--- src/rtl/mem_compare_pkg.sv ---
// Shared types and limits for the mem_compare engine.
package mem_compare_pkg;

    localparam int RD_LAT_MAX  = 4;
    localparam int DRAIN_CNT_W = $clog2(RD_LAT_MAX + 1);

    typedef enum logic [1:0] {
        IDLE,
        READ,
        DRAIN
    } state_e;

endpackage

--- src/rtl/mem_compare_align.sv ---
// Delays the issued-address valid bit and address by RD_LAT cycles so they line
// up with the returning memory words; RD_LAT=0 is a straight pass-through.
module mem_compare_align #(
    parameter int ADDR_W = 5,
    parameter int RD_LAT = 1
) (
    input  logic              clk,
    input  logic              clr_i,
    input  logic              valid_i,
    input  logic [ADDR_W-1:0] addr_i,
    output logic              valid_o,
    output logic [ADDR_W-1:0] addr_o
);

    generate
        if (RD_LAT == 0) begin : g_bypass
            assign valid_o = valid_i;
            assign addr_o  = addr_i;
        end else begin : g_pipe
            logic [RD_LAT-1:0] valid_q;
            logic [ADDR_W-1:0] addr_q [RD_LAT];

            // NOTE: sequential state uses non-blocking assignments so every stage
            // samples its predecessor's old value on the same edge.
            always_ff @(posedge clk) begin
                if (clr_i) begin
                    valid_q <= '0;
                end else begin
                    valid_q[0] <= valid_i;
                    for (int i = 1; i < RD_LAT; i++) begin
                        valid_q[i] <= valid_q[i-1];
                    end
                end
            end

            // NOTE: the address stages carry no reset; they are only consumed
            // qualified by valid_q, which is cleared.
            always_ff @(posedge clk) begin
                addr_q[0] <= addr_i;
                for (int i = 1; i < RD_LAT; i++) begin
                    addr_q[i] <= addr_q[i-1];
                end
            end

            assign valid_o = valid_q[RD_LAT-1];
            assign addr_o  = addr_q[RD_LAT-1];
        end
    endgenerate

endmodule

--- src/rtl/mem_compare.sv ---
// Sweeps a shared address over two memories and compares the returned words.
// Define MEM_COMPARE_TOL_EN to compare packed complex words within +/-TOL per component.
module mem_compare
    import mem_compare_pkg::*;
#(
    parameter int                  DATA_W = 64,
    parameter int                  ADDR_W = 5,
    parameter int                  DEPTH  = 32,
    parameter int                  RD_LAT = 1,
    parameter logic [DATA_W/2-1:0] TOL    = '0
) (
    input  logic              clk,
    input  logic              rst,
    input  logic              start_comp,
    input  logic [DATA_W-1:0] mema_data,
    input  logic [DATA_W-1:0] memb_data,
    output logic [ADDR_W-1:0] mem_address,
    output logic              busy,
    output logic              comp_done,
    output logic              q,
    output logic [ADDR_W:0]   mism_count,
    output logic [ADDR_W-1:0] first_mism_addr
);

    localparam logic [ADDR_W-1:0]      LAST_ADDR  = ADDR_W'(DEPTH - 1);
    localparam logic [DRAIN_CNT_W-1:0] LAST_DRAIN = DRAIN_CNT_W'((RD_LAT > 0) ? RD_LAT - 1 : 0);

    state_e                   state_q, state_d;
    logic [ADDR_W-1:0]        addr_q, addr_d;
    logic [DRAIN_CNT_W-1:0]   drain_q, drain_d;
    logic                     start_comp_q;
    logic                     start_pulse;
    logic                     sweep_start;

    logic                     q_q, q_d;
    logic [ADDR_W:0]          mism_q, mism_d;
    logic [ADDR_W-1:0]        first_q, first_d;
    logic                     seen_q, seen_d;

    logic                     pipe_valid;
    logic [ADDR_W-1:0]        pipe_addr;
    logic                     word_match;

    assign start_pulse = start_comp & ~start_comp_q;

    // NOTE: every always_comb output gets a default first so no path infers a latch.
    always_comb begin
        state_d     = state_q;
        addr_d      = addr_q;
        drain_d     = drain_q;
        sweep_start = 1'b0;
        case (state_q)
            IDLE: begin
                if (start_pulse) begin
                    state_d     = READ;
                    addr_d      = '0;
                    sweep_start = 1'b1;
                end
            end
            READ: begin
                addr_d = addr_q + ADDR_W'(1);
                if (addr_q == LAST_ADDR) begin
                    addr_d  = '0;
                    drain_d = '0;
                    state_d = (RD_LAT > 0) ? DRAIN : IDLE;
                end
            end
            DRAIN: begin
                drain_d = drain_q + DRAIN_CNT_W'(1);
                if (drain_q == LAST_DRAIN) begin
                    state_d = IDLE;
                end
            end
            default: state_d = IDLE;
        endcase
    end

    mem_compare_align #(
        .ADDR_W (ADDR_W),
        .RD_LAT (RD_LAT)
    ) u_align (
        .clk     (clk),
        .clr_i   (rst),
        .valid_i (state_q == READ),
        .addr_i  (addr_q),
        .valid_o (pipe_valid),
        .addr_o  (pipe_addr)
    );

`ifdef MEM_COMPARE_TOL_EN
    localparam int HALF = DATA_W / 2;

    logic signed [HALF:0] re_diff, im_diff;
    logic        [HALF:0] re_abs, im_abs;

    // Sign-extend by one bit so the difference of two extreme values cannot wrap.
    always_comb begin
        re_diff = $signed({mema_data[DATA_W-1], mema_data[DATA_W-1:HALF]})
                - $signed({memb_data[DATA_W-1], memb_data[DATA_W-1:HALF]});
        im_diff = $signed({mema_data[HALF-1], mema_data[HALF-1:0]})
                - $signed({memb_data[HALF-1], memb_data[HALF-1:0]});
        re_abs  = re_diff[HALF] ? $unsigned(-re_diff) : $unsigned(re_diff);
        im_abs  = im_diff[HALF] ? $unsigned(-im_diff) : $unsigned(im_diff);
        word_match = (re_abs <= {1'b0, TOL}) && (im_abs <= {1'b0, TOL});
    end
`else
    assign word_match = (mema_data == memb_data);
`endif

    always_comb begin
        q_d     = q_q;
        mism_d  = mism_q;
        first_d = first_q;
        seen_d  = seen_q;
        if (sweep_start) begin
            q_d     = 1'b1;
            mism_d  = '0;
            first_d = '0;
            seen_d  = 1'b0;
        end else if (pipe_valid && !word_match) begin
            q_d    = 1'b0;
            mism_d = mism_q + (ADDR_W+1)'(1);
            if (!seen_q) begin
                first_d = pipe_addr;
                seen_d  = 1'b1;
            end
        end
    end

    always_ff @(posedge clk) begin
        if (rst) begin
            state_q      <= IDLE;
            addr_q       <= '0;
            drain_q      <= '0;
            start_comp_q <= 1'b0;
            q_q          <= 1'b0;
            mism_q       <= '0;
            first_q      <= '0;
            seen_q       <= 1'b0;
        end else begin
            state_q      <= state_d;
            addr_q       <= addr_d;
            drain_q      <= drain_d;
            start_comp_q <= start_comp;
            q_q          <= q_d;
            mism_q       <= mism_d;
            first_q      <= first_d;
            seen_q       <= seen_d;
        end
    end

    assign busy            = (state_q != IDLE);
    assign comp_done       = ~busy;
    assign mem_address     = (state_q == READ) ? addr_q : '0;
    assign q               = q_q;
    assign mism_count      = mism_q;
    assign first_mism_addr = first_q;

endmodule

--- config.mk ---
export PLATFORM = sky130hd
export DESIGN_NAME = mem_compare
export DESIGN_NICKNAME = d
export VERILOG_FILES = /design/src/rtl/mem_compare_pkg.sv /design/src/rtl/mem_compare_align.sv /design/src/rtl/mem_compare.sv
export SDC_FILE = /design/constraint.sdc
export NUM_CORES = 1
export LEC_CHECK = 0
export BUFFER_PORTS_ARGS = -buffer_cell sky130_fd_sc_hd__buf_4
export CAP_MARGIN = 20
export CORE_MARGIN = 5
export CORE_UTILIZATION = 36
export CTS_CLUSTER_DIAMETER = 60
export CTS_CLUSTER_SIZE = 10
export DETAILED_ROUTE_END_ITERATION = 10
export GPL_TIMING_DRIVEN = 0
export PLACE_DENSITY = 0.76
export SYNTH_ARGS = -nofsm -noshare
export SYNTH_HDL_FRONTEND = slang
export SYNTH_SLANG_ARGS = --single-unit
--- constraint.sdc ---
create_clock -name clk -period 1.65 [get_ports clk]
set_input_delay 0.165 -clock clk [delete_from_list [all_inputs] [get_ports clk]]
set_output_delay 0.165 -clock clk [all_outputs]
set_load 0.02 [all_outputs]
==> flow_summary.toml, run 1 <==
[cts]
cts_tree = "yes"
path_clk_slew_ns = 0.06
cts_root_buffer = "clkbuf_8"
cts.sinks = 30
clk_path_buf_depth = 2
clk_latency_ns = 0.29
cts_made_buffers = 5
cts_max_level = 2

[floorplanning]
die-area_um2 = 7120
rows = 27
start_util = 0.366
die_h_um = 84.4
io_pins = 150
fp.dieW_um = 84.4
core-area_um2 = 5440

[grt]
grt.total_usage = 0.188
grt_max_degree = 11
grt_pass1_wl_mm = 10.8
grtUsageMet1 = 0.203
gr-usage-met2 = 0.345
antenna_found_initial = 0
grt.overflow.total = 0
grt.busiest_layer = "met2"
grt_pass1_vias = 2254
grt_use_met3 = 0.0608

[route]
drt_iter0_markers = 85
wl_per_cell_um = 14.6
ant_nets = 0
dr_total_vias = 2144
dr.pass1.iters = 4
finalWirelength_mm = 6.72
drcViolationCount = 0
vias_per_cell = 4.65

[placement]
placed_area_um2 = 3210
io_buffers = 148
place.gp.congestion = 0.884
hpwl_mm = 5.72

[worst_setup_path]
reg2regPathDepth = 6
timing.rr.start = "addr_q[0]"
rrSetupSlack_ns = 0.08
crit_type = "flop to output pin"
required_ns = 1.48
arrival_ns = 1.42
worstReg2RegEnd = "addr_q[2]"
start_kind = "flop"
path_max_fanout = 9
cp-end-kind = "output pin"

[yosys]
synth_top_cell_by_area = "dfxtp_1"
synth_warnings = 0
ys_top_cells_by_area = "dfxtp_1, xnor2_1, nand4_1, mux2i_1, nand2_1"
syn_avg_cell_area_um2 = 8.73
synth_edf_count = 0
syn-num-nets = 364
ys_seq_elements = 30
async_flop_share = 0
yosysTopAreaCellShare = 0.302
syn_area_um2 = 1990
yosysUniqueCellTypes = 35
synth_ff_type = "dfxtp_1"
synth_cells = 228
yosysSeqAreaShare = 0.302

[sta]
grt_setup_unrepaired = "true"
hold_viol = 0
fin_crit_sh = 0.962
fmax_mhz = 630
tightestPinTransition_ns = 0.453
drv_slew = 0
skew_ns = 0.00839
setup_viol = 0
slew_headroom = 0.698
min_period_ns = 1.59

[finish]
finish.instance_area_um2 = 3410
drive_gt1_frac = 0.481
final_util = 0.627
diodes = 0
nets = 524
fill_cells = 471
syn_to_final_growth_pct = 71.2
layout_commonest_cell = "buf_4"
layout_common_cells = "buf_4, xnor2_1, dfxtp_1, nand4_1, nand2_1"

[pwr]
power_switching_uw = 507
p_seq_frac = 0.390
pwr-share-clk = 0.320
pwr-share-comb = 0.291
ir_drop_mv = 0.377
power_density_nw_per_um2 = 569
internal-power_mw = 1.43
swShare = 0.261
power.leakage_nw = 1.46

[worst_hold_path]
min_path_cells = 2
hold_path_end = "start_comp_q"
hp-start = "start_comp"
hold_class = "input pin to flop"

[job]
max-cap-violations = 0

[outcome]
outcome = "finished clean"
## synthesized netlist by cell type, types with 4 or more instances
library cell / instances
xnor2_1: 64
dfxtp_1: 30
nand4_1: 19
nand2_1: 18
a21oi_1: 12
nor2_1: 11
mux2i_1: 8
o21ai_0: 6
and2_1: 5
ha_1: 5
inv_1: 4
nand3_1: 4
nor2b_1: 4
nor3_1: 4
## kinds of logic (layout without fill, tap and decap cells)
logic type	after synthesis	after routing	share of synthesized area
AND/OR/NAND/NOR	84	84	0.239
AO/OA/AOI/OAI	26	26	0.0761
XOR/XNOR	64	64	0.282
flip-flops	30	30	0.302
buffers and inverters	11	172	0.0302
multiplexers	8	8	0.0402
adder cells (fa/ha/maj)	5	5	0.0314
## how the worst max path moves through the flow
stage	from	end	slack, ns
2_1_floorplan	addr_q[0]	addr_q[2]	0.01
3_3_place_gp	memb_data[63]	first_mism_addr[2]	-0.17
3_5_place_dp	memb_data[0]	first_mism_addr[1]	-0.21
4_1_cts	state_q[1]	mism_count[0]	0.002
5_1_grt	addr_q[0]	addr_q[3]	-0.02
6_report	state_q[0]	mem_address[3]	0.06
## power by group through the flow
stage / registers (mW) / logic (mW) / clock network [mW]
after global placement: 0.773 / 0.529 / 0
after global routing: 0.758 / 0.613 / 0.669
after CTS: 0.754 / 0.558 / 0.627
after floorplan: 0.773 / 0.230 / 0
after detailed placement: 0.773 / 0.540 / 0
final: 0.756 / 0.564 / 0.621
## what timing repair did
| action | 4_1_cts | 5_1_grt |
|---|---|---|
| hold buffers | 0 | 0 |
| gates resized for setup | 7 | 12 |
| pin swaps | 2 | 1 |
| endpoints found under the setup margin | 11 | 18 |
| setup buffers | 5 | 0 |
## registers in the layout, indices dropped and copies added (netlist names)
register	cells
u_align.g_pipe.addr_q	5
first_mism_addr	5
drain_q	3
mism_count	6
start_comp_q	1
addr_q	5
seen_q	1
state_q	2
u_align.valid_o	1
q	1
## critical path, cell delays in order (launching register included)
cell,delay (ns)
dfxtp_2,0.44
nor2b_1,0.17
buf_2,0.21
and2_1,0.17
buf_4,0.14
## per-layer routing
| layer | up-vias | share of wire |
|---|---|---|
| met4 | 0 | 0.025 |
| met3 | 16 | 0.076 |
| li1 | 1109 | - |
| met5 | - | 0 |
| met1 | 946 | 0.37 |
| met2 | 73 | 0.53 |
## cell type report
class	instances	area, um^2	area share
multi-input cells	187	1400	0.410
repair buffers	153	1150	0.338
flip-flops and latches	30	609	0.179
well taps	72	90.1	0.0264
clock buffers	6	82.6	0.0242
plain buffers	7	47.5	0.0140
inverters	4	15.0	0.00441
clock inverters	2	12.5	0.00367
## stage by stage
step	hold WS [ns]	setup slack [ns]	std cells	TNS, ns	total power, mW
6_report	0.153	0.0630	461	0	1.94
5_1_grt	0.178	-0.0162	461	-0.0313	2.04
4_1_cts	0.135	0.00186	461	0	1.94
3_5_place_dp	0.384	-0.211	448	-1.73	1.31
3_3_place_gp	0.378	-0.168	448	-1.44	1.30
2_1_floorplan	0.293	0.0118	228	0	1.00
Power figures use the tool's default switching activity.
==> inputs of run 2 (changes only) <==
--- a/config.mk
+++ b/config.mk
@@ -7,6 +7,7 @@
 export LEC_CHECK = 0
 export BUFFER_PORTS_ARGS = -buffer_cell sky130_fd_sc_hd__buf_4
 export CAP_MARGIN = 20
+export CORE_ASPECT_RATIO = 1.2
 export CORE_MARGIN = 5
 export CORE_UTILIZATION = 36
 export CTS_CLUSTER_DIAMETER = 60
==> run 2 against run 1 <==
  * Sequential power hardly changed
  * Non-clock buffer count is 2 lower
  * Clock power is 48% higher
  * Hold slack worse by 0.027 ns
  * Largest power group is now the clock network
==> flow_summary.toml, run 2 (synthesis gave the netlist of run 1 again) <==
[finish]
regArea_um2 = 609
multiInputGateArea_um2 = 1440
nets = 522
drive_gt1_frac = 0.483
layout_common_cells = "buf_4, xnor2_1, dfxtp_1, nand4_1, nand2_1"
largest_reg_flops = 6
fill_cells = 447
syn_to_final_growth_pct = 74.0
diodes = 0
layout_commonest_cell = "buf_4"
final_cells = 449

[sta]
min_period_ns = 1.61
fmax_mhz = 622
fin_crit_sh = 0.974
drv_slew = 0
layout_setup_ws_ns = 0.0428
setup_viol = 0
slew_headroom = 0.691
tightestPinTransition_ns = 0.464
skew_ns = 0.00569
hold_viol = 0
setup_tns_ns = 0

[route]
dr.pass1.iters = 4
dr_total_vias = 2195
ant_nets = 0
drcViolationCount = 0
drt_iter0_markers = 77
wl_per_cell_um = 15.4
finalWirelength_mm = 6.93
vias_per_cell = 4.89

[grt]
grt.total_usage = 0.189
antenna_found_initial = 0
gr-usage-met2 = 0.335
grtUsageMet1 = 0.225
grt_use_met3 = 0.0485
grt_pass1_vias = 2255
grt_max_degree = 11
grt_pass1_wl_mm = 11.0
grt.busiest_layer = "met2"
grt.overflow.total = 0

[cts]
cts_max_level = 2
clk_latency_ns = 0.28
cts_root_buffer = "clkbuf_8"
holdBufCountCts = 0
cts.sinks = 30
cts_tree = "yes"
cts_made_buffers = 5
path_clk_slew_ns = 0.06
clk_path_buf_depth = 2

[worst_setup_path]
reg2regPathDepth = 6
timing.rr.start = "addr_q[1]"
path_max_fanout = 6
cp_num_cells = 6
rrSetupSlack_ns = 0.04
crit_family = "simple AND/OR/NAND/NOR gates"
cp.buffers_inverters = 0
crit_path_end = "addr_q[2]"
crit_type = "flop to flop"
worstReg2RegEnd = "addr_q[2]"
startpoint = "addr_q[1]"
cp_cell_sequence = "ha_4 > and3_4 > ha_4 > nand2b_4 > or3b_4 > a21oi_2"
crit_slowest_cell = "or3b_4"
required_ns = 1.86
cpMostUsedCell = "ha_4"
critical-path-max-stage-delay_ns = 0.39
start_kind = "flop"
arrival_ns = 1.82
cp-end-kind = "flop"

[floorplanning]
die-area_um2 = 7120
io_pins = 150
core-area_um2 = 5330
fp.dieW_um = 77.9
die_h_um = 91.5
rows = 29
start_util = 0.373

[job]
max-cap-violations = 0

[worst_hold_path]
hold_class = "input pin to flop"

[pwr]
power.leakage_nw = 1.49
ir_drop_mv = 0.619
total_power_mw = 2.25
power_density_nw_per_um2 = 649

[placement]
place_inst = 438
io_buffers = 148
dp_slack_ns = -0.251
hpwl_mm = 5.73
place.gp.congestion = 0.838

[outcome]
outcome = "finished clean"
==> run 2: cell count changes in the layout (fill, tap and decap cells not counted), sizes merged <==
cell      delta
clkinv       -1
bufinv       +2
clkbuf       -1
buf          -1
clkinvlp     -1
==> run 2: metal layers <==
metal / routed length (um) / part of all wire / up-vias
met3: 382 / 0.055 / 12
met1: 2710 / 0.39 / 996
met2: 3700 / 0.53 / 80
met5: 0 / 0 / -
met4: 146 / 0.021 / 0
li1: - / - / 1107
==> run 2: layout make-up <==
cell class / instances / share of cell area
plain buffers: 6 / 0.0116
clock inverters: 2 / 0.0173
repair buffers: 152 / 0.329
flip-flops and latches: 30 / 0.176
clock buffers: 6 / 0.0238
multi-input cells: 187 / 0.415
inverters: 4 / 0.00434
well taps: 62 / 0.0224
==> run 2: through the flow <==
stage | area [um^2] | hold slack (ns) | utilization
5_1_grt | 3460 | 0.129 | 0.649
4_1_cts | 3380 | 0.130 | 0.635
6_report | 3460 | 0.126 | 0.649
2_1_floorplan | 2010 | 0.293 | -
3_3_place_gp | 3200 | 0.376 | 0.600
3_5_place_dp | 3200 | 0.385 | 0.600
==> run 2: where the power goes <==
part | switching, mW | internal, mW
Combinational | 0.210 | 0.362
Sequential | 0.0164 | 0.739
Clock | 0.278 | 0.644
==> run 2: what timing repair did <==
action,in CTS,in global routing
resized for setup,7,14
endpoints found under the setup margin,11,17
pin swaps,1,4
buffers inserted,3,1
cloned,0,0
==> run 2: worst min-delay path by stage <==
stage / from / endpoint / slack, ns / cells past startpoint
floorplan: start_comp / start_comp_q / 0.29 / 1
global placement: addr_q[4] / u_align.g_pipe.addr_q[0][4] / 0.38 / 0
detailed placement: addr_q[4] / u_align.g_pipe.addr_q[0][4] / 0.38 / 0
CTS: start_comp / start_comp_q / 0.13 / 2
global route: start_comp / start_comp_q / 0.13 / 2
finish: start_comp / start_comp_q / 0.13 / 2
